## src/rtl/branch_resolve_stage.sv

```systemverilog
// EX->MEM branch-resolution stage: computes pc_plus4 + offset_sl2, registers the
// taken decision, drives the PC-select mux and holds the wrong-path flush.
module branch_resolve_stage #(
  parameter int unsigned FLUSH_CYCLES = 1,
  parameter int unsigned CNT_W        = 16
) (
  input  logic             clk,
  input  logic             rst_n,
  input  logic             in_valid,
  input  logic             stall,
  input  logic [31:0]      pc_plus4,
  input  logic [31:0]      offset_sl2,
  input  logic             is_branch,
  input  logic             branch_ne,
  input  logic             alu_zero,
  output logic             out_valid,
  output logic [31:0]      branch_target,
  output logic             pc_src,
  output logic             flush,
  output logic             align_err,
  output logic [CNT_W-1:0] taken_cnt
);

  typedef enum logic {RUN, FLUSH} state_t;

  localparam logic [2:0] CNT_INIT = 3'(FLUSH_CYCLES - 1);

  state_t      state;
  logic [2:0]  cnt;
  logic [31:0] target;
  logic        taken_in;

  // Carry is dropped, so backward offsets wrap modulo 2^32.
  assign target   = pc_plus4 + offset_sl2;
  // Anything arriving while flush is high is wrong-path and cannot redirect.
  assign taken_in = in_valid & is_branch & (alu_zero ^ branch_ne) & ~flush;

  always_ff @(posedge clk or negedge rst_n) begin
    if (!rst_n) begin
      state         <= RUN;
      cnt           <= 3'd0;
      out_valid     <= 1'b0;
      branch_target <= 32'd0;
      pc_src        <= 1'b0;
      flush         <= 1'b0;
      align_err     <= 1'b0;
      taken_cnt     <= '0;
    end else if (!stall) begin
      out_valid     <= in_valid & ~flush;
      branch_target <= target;
      if (taken_in) begin
        if (target[1:0] != 2'b00) align_err <= 1'b1;
        if (taken_cnt != {CNT_W{1'b1}}) taken_cnt <= taken_cnt + CNT_W'(1);
      end
      case (state)
        RUN: begin
          if (taken_in) begin
            pc_src <= 1'b1;
            flush  <= 1'b1;
            cnt    <= CNT_INIT;
            state  <= FLUSH;
          end else begin
            pc_src <= 1'b0;
            flush  <= 1'b0;
          end
        end
        FLUSH: begin
          pc_src <= 1'b0;
          if (cnt == 3'd0) begin
            flush <= 1'b0;
            state <= RUN;
          end else begin
            cnt <= cnt - 3'd1;
          end
        end
        default: state <= RUN;
      endcase
    end
  end

endmodule

```

## config.mk

```make
export PLATFORM = sky130hd
export DESIGN_NAME = branch_resolve_stage
export DESIGN_NICKNAME = d
export VERILOG_FILES = /design/src/rtl/branch_resolve_stage.sv
export SDC_FILE = /design/constraint.sdc
export NUM_CORES = 1
export LEC_CHECK = 0
export BUFFER_PORTS_ARGS = -buffer_cell sky130_fd_sc_hd__buf_2
export CAP_MARGIN = 15
export CORE_ASPECT_RATIO = 1.4
export CORE_MARGIN = 2
export CORE_UTILIZATION = 52
export DETAILED_ROUTE_END_ITERATION = 7
export GPL_ROUTABILITY_DRIVEN = 0
export PLACE_DENSITY = 0.81
export SYNTH_ARGS = -nofsm -noshare
export SYNTH_HDL_FRONTEND = slang
export SYNTH_SLANG_ARGS = --single-unit
```

## constraint.sdc

```tcl
create_clock -name clk -period 2.3 [get_ports clk]
set_input_delay 0.23 -clock clk [delete_from_list [all_inputs] [get_ports clk]]
set_output_delay 0.23 -clock clk [all_outputs]
set_load 0.05 [all_outputs]
```

## Word level (Yosys, flattened, before mapping)

Index checks and enable logic that the tools add are counted.

- Div/mod/pow operators: 0
- Magnitude comparators: 0
- Reductions and logical operators: 6
- Shifts and indexed selects: 0
- Eq/ne operators: 4
- $add $sub $neg: 3
- Multipliers: 0
- Bitwise logic cells: 8
- Muxes and demuxes: 9

Operators with widths:

| operator | number |
|---|---|
| 32-bit adder | 1 |
| 16-bit by 1-bit adder with 16-bit output, second input constant | 1 |
| 16-bit != test, second input constant | 1 |
| 3-bit AND reduction | 3 |
| 3-bit 2-to-1 mux | 2 |
| 1-bit one-hot mux with 2 select lines | 3 |
| 3-bit one-hot mux with 2 select lines | 1 |
| 1-bit AND | 4 |
| 2-bit != test, second input constant | 2 |
| 3-bit logical NOT | 1 |
| 1-bit 2-to-1 mux | 3 |
| 1-bit inverter | 3 |
| 3-bit by 1-bit subtractor with 3-bit output, second input constant | 1 |
| 2-bit by 1-bit != test with 1-bit output, second input constant | 1 |
| 2-bit AND reduction | 1 |
| 2-bit nonzero test | 1 |
| 1-bit XOR | 1 |

- Latch bits: 0
- Memory bits (writable): 0
- Memory bits (read-only): 0
- Bits in registers: 56
- Memories: 0
- Logic and storage cells: 38
- Input bits: 71

## Depth between registers and ports, before layout

- Depth after elaboration: 5
- Mapped depth: 9
- Depth with buffers taken out: 9

## Worst setup path before layout

No wires, ideal clock.

- Kind: reg-to-reg
- From: reg flush
- To: reg taken_cnt[11]
- Path slack: -0.106 ns
- Cell stages (with the launch flop): 8
- Library setup time: 0.142 ns
- Arrival: 2.264 ns
- Buffers on the path: 1
- Clock period less this slack: 2.406 ns
- Path through: dfrtp_1 -> nand2b_1 -> or4b_1 -> buf_2 -> or4b_4 -> nor2_4 -> nand2_1 -> xnor2_1

- Word-level cells in the longest chain between the ends: 3

Ends and longest elaborated chain:

| item | line | text |
|---|---|---|
| start: declaration | 19 | `output logic flush,` |
| start signal: assignment | 45 | `flush <= 1'b0;` |
| start signal: assignment | 59 | `flush <= 1'b1;` |
| start signal: assignment | 64 | `flush <= 1'b0;` |
| 1-bit inverter | 36 | `assign taken_in = in_valid & is_branch & (alu_zero ^ branch_ne) & ~flush;` |
| 1-bit AND | 36 |  |
| 3-bit AND reduction (no line) | n/a |  |
| end signal: assignment | 53 | `if (taken_cnt != {CNT_W{1'b1}}) taken_cnt <= taken_cnt + CNT_W'(1);` |
| end: declaration | 21 | `output logic [CNT_W-1:0] taken_cnt` |

Every way passes these cells.
A chain may end at the register's enable or synchronous reset.

## Final worst setup path

- From: in pc_plus4[0]
- To: reg branch_target[24]

- Word-level cells in the longest chain between the ends: 1

Ends and longest elaborated chain:

| item | line | text |
|---|---|---|
| start: declaration | 11 | `input logic [31:0] pc_plus4,` |
| 32-bit adder | 34 | `assign target = pc_plus4 + offset_sl2;` |
| end signal: assignment | 50 | `branch_target <= target;` |
| end: declaration | 17 | `output logic [31:0] branch_target,` |

Every way passes these cells.

==> summary.txt <==
RUN STATUS
----------------------------------------------------------------------------------------
Outcome                                                                     finished, final reports clean

SYNTH
----------------------------------------------------------------------------------------
Unique masters post-synth                                                             55
Synth Cell Area                                                              0.00392 mm2
Number of enable flip-flop cells after synthesis                                       0
Async set-reset flop share out of synthesis                                         1.00
Fraction of the yosys area taken by sequential cells                               0.358
Cell types with the largest area share after synthesis                      dfrtp_1 36%, ha_1 11%, nand2_1 6.5%, xnor2_1 5.6%, o21ai_0 5.5%
Avg Inst Size Synth                                                             8.73 um2
Proportion of netlist area held by the largest area contributor                    0.358
Nets in the synthesized netlist                                                      555
Dominant cell type by area after synthesis                                       dfrtp_1
Most instantiated cells after synthesis                                     68 x nand2_1, 56 x dfrtp_1, 43 x o21ai_0
Commonest register cell after synthesis                                          dfrtp_1
Most used standard cell by instance count after synthesis                        nand2_1
Flip-flop and latch count after synthesis                                             56
Post-Synthesis Cells                                                                 449
Yosys warning count                                                                    0

ROUTE
----------------------------------------------------------------------------------------
Iter 0 DRT Violations                                                                199
Via Count                                                                           3957
Number of remaining DRC errors                                                         0
Avg Vias per Cell                                                                   5.66
Total wire length after detailed routing                                        10300 um
Post-route antenna net violation count                                                 0
Drt first pass iters                                                                   5
Routed len/inst                                                                  14.7 um

GRT
----------------------------------------------------------------------------------------
Antenna violations before repair                                                       0
Pin count of the biggest net entering global routing                                  68
Total gr overflow                                                                      0
Global-route wire length before repair                                          17300 um
Via count of the first global-routing pass                                          3985
GR Util All Layers                                                                 0.257

TIMING
----------------------------------------------------------------------------------------
Period minus WS final                                                            2.18 ns
Highest achievable clock rate                                                    459 MHz
Least-Margin Pin Slew                                                           0.846 ns
Max-Slew Margin vs Limit                                                           0.436
Final Max Slew Viols                                                                   0
Setup repair after global routing missed its margin                                false
Skew final                                                                    0.00295 ns
Worst setup margin                                                              0.119 ns
Final count of negative-setup-slack endpoints                                          0
Share of the clock period used by the worst path after layout                      0.948
Final Hold Viols                                                                       0

SETUP PATH
----------------------------------------------------------------------------------------
CP arrival                                                                       2.37 ns
Largest driver fanout on the critical path                                             3
Critical Path End Type                                                          register
Number of buffer and inverter instances along the worst setup path                     1
Launch instance of the worst register-to-register path                      flush$_DFFE_PN0P_
Slowest-stage cell, CP                                                              fa_1
Worst path top cell family by delay                                         compound AO/OA/AOI/OAI gates
Critical Path, Cell by Cell                                                 buf_2, ha_1, fa_1, a21o_1, a221o_1, a21oi_1, o41ai_1, a31oi_1, xor2_1, o21ai_1
Critical path start-end classification                                      primary input to register
Critical path's largest stage delay                                              0.40 ns
Critical path startpoint category                                           primary input
Startpoint of the most critical setup path                                   pc_plus4[0]
Endpoint required time on the critical path                                      2.49 ns

DIE
----------------------------------------------------------------------------------------
Placement Rows                                                                        37
Vertical die dimension                                                            107 um
DIE WIDTH                                                                        77.4 um
Area of the die                                                              0.00826 mm2
Floorplan Core Area                                                          0.00731 mm2
Initial standard-cell utilization of the core                                      0.536
I/O pin cnt                                                                          123

CTS
----------------------------------------------------------------------------------------
Clock buffers created by TritonCTS                                                     5
Clock tree from TritonCTS                                                          built
Clock tree buffer depth                                                                2
Number of buffers inserted to repair setup after CTS                                   0
Clock latency on the worst-skew pair                                             0.32 ns
Maximum level of the CTS H-tree                                                        2
Clk sink count                                                                        56
Clk pin slew, worst setup/hold paths                                             0.10 ns
Number of cells upsized or downsized after cts                                         0
Root buffer selected by CTS                                                     clkbuf_8
Number of hold buffers added after CTS                                                 0

PLACED DESIGN
----------------------------------------------------------------------------------------
Total half-perimeter wirelength after legalization and detailed placement        8240 um
Number of port buffers                                                               122
Number of placed instances, taps included                                            691
Placement-stage cell area                                                    0.00488 mm2
Placement Setup Slack                                                          -0.230 ns

FINISH
----------------------------------------------------------------------------------------
Number of filler cells placed in the layout                                          623
P&R area growth vs syn                                                             27.3%
Number of nets in the final layout                                                   707
Non-filler cells in the finished layout                                              699
Area taken by flip-flops and latches                                         0.00140 mm2
Share of cells above drive strength 1                                              0.299
Count of antenna diodes in the layout                                                  0
Design Area, Final                                                           0.00499 mm2
Multi-input gate area                                                        0.00243 mm2

PWR
----------------------------------------------------------------------------------------
VDD IR-drop max                                                                 0.463 mV
Power density cells                                                           684 mW/mm2
Standby leakage power                                                            2.48 nW

HOLD PATH
----------------------------------------------------------------------------------------
Hold WC Path Type                                                           primary input to async pin

RUN
----------------------------------------------------------------------------------------
Max Cap Violations                                                                     0

==> cell families (layout without fill, tap and decap cells) <==
group,after synthesis,count (layout),synth area share
and+or+nand+nor,148,148,0.182
AOI/OAI and AO/OA,137,137,0.214
adders and majority gates,35,35,0.114
buffers and inverters,26,179,0.0252
DFF,56,56,0.358
xor gates and xnor gates,41,41,0.0916
muxes,6,6,0.0163
==> layer usage <==
metal	part of all wire	track usage
met1	0.39	0.289
met4	0.028	0.117
met2	0.53	0.486
met3	0.047	0.0236
met5	0	0
==> placed cells by master (no fill, tap or decap), types with 13 or more instances in the layout <==
cell type / instances
a21oi_1: 35
buf_2: 122
buf_4: 39
dfrtp_1: 55
ha_1: 34
nand2_1: 68
nand3_1: 13
nor2_1: 19
o21ai_0: 43
xnor2_1: 25
xor2_1: 16
==> registers in the layout, summed over array words and instances, names as in the netlist <==
name           count
align_err          1
branch_target     32
cnt                3
flush              1
out_valid          1
pc_src             1
state              1
taken_cnt         16
==> worst paths after layout <==
path | cells after the start | to | slack (ns)
worst max-delay path | 10 | branch_target[24]$_DFFE_PN0N_ | 0.12
max in group asynchronous | 2 | branch_target[4]$_DFFE_PN0N_ | 1.60
worst max register to register | 7 | taken_cnt[12]$_DFFE_PN0P_ | 0.17
min in group clk | 3 | out_valid$_DFFE_PN0N_ | 0.21
worst min-delay path | 1 | branch_target[0]$_DFFE_PN0N_ | 0.004
worst min register to register | 1 | align_err$_DFFE_PN0P_ | 0.49
==> layout make-up <==
type / count / area share
well taps: 97 / 0.0243
inverters: 10 / 0.00753
repair buffers: 161 / 0.181
flip-flops and latches: 56 / 0.281
clock buffers: 7 / 0.0173
clock inverters: 1 / 0.00151
multi-input cells: 367 / 0.487
==> worst register-to-register path: cells and delay by family (launching register included) <==
family,cells,cell delay [ns]
buffers and inverters,1,0.19
flip-flops,1,0.43
XOR/XNOR,1,0.15
AO/OA/AOI/OAI,1,0.22
AND/OR/NAND/NOR,4,1.04
==> stage by stage <==
stage / hold slack, ns / setup TNS, ns / total power, mW / utilization
2_1_floorplan: -0.0656 / 0 / 2.36 / -
3_3_place_gp: 0.364 / -0.935 / 2.81 / 0.668
3_5_place_dp: 0.391 / -1.56 / 2.85 / 0.668
4_1_cts: 0.0389 / 0 / 3.42 / 0.680
5_1_grt: 0.0740 / 0 / 3.61 / 0.682
6_report: 0.00401 / 0 / 3.41 / 0.682
==> where the power goes <==
| part | internal [mW] | leakage, nW | switching (mW) |
|---|---|---|---|
| clock | 0.246 | 0.0445 | 0.332 |
| sequential | 1.14 | 0.704 | 0.128 |
| combinational | 0.501 | 1.73 | 1.06 |
Note: power is estimated with default switching activity, not from simulation.
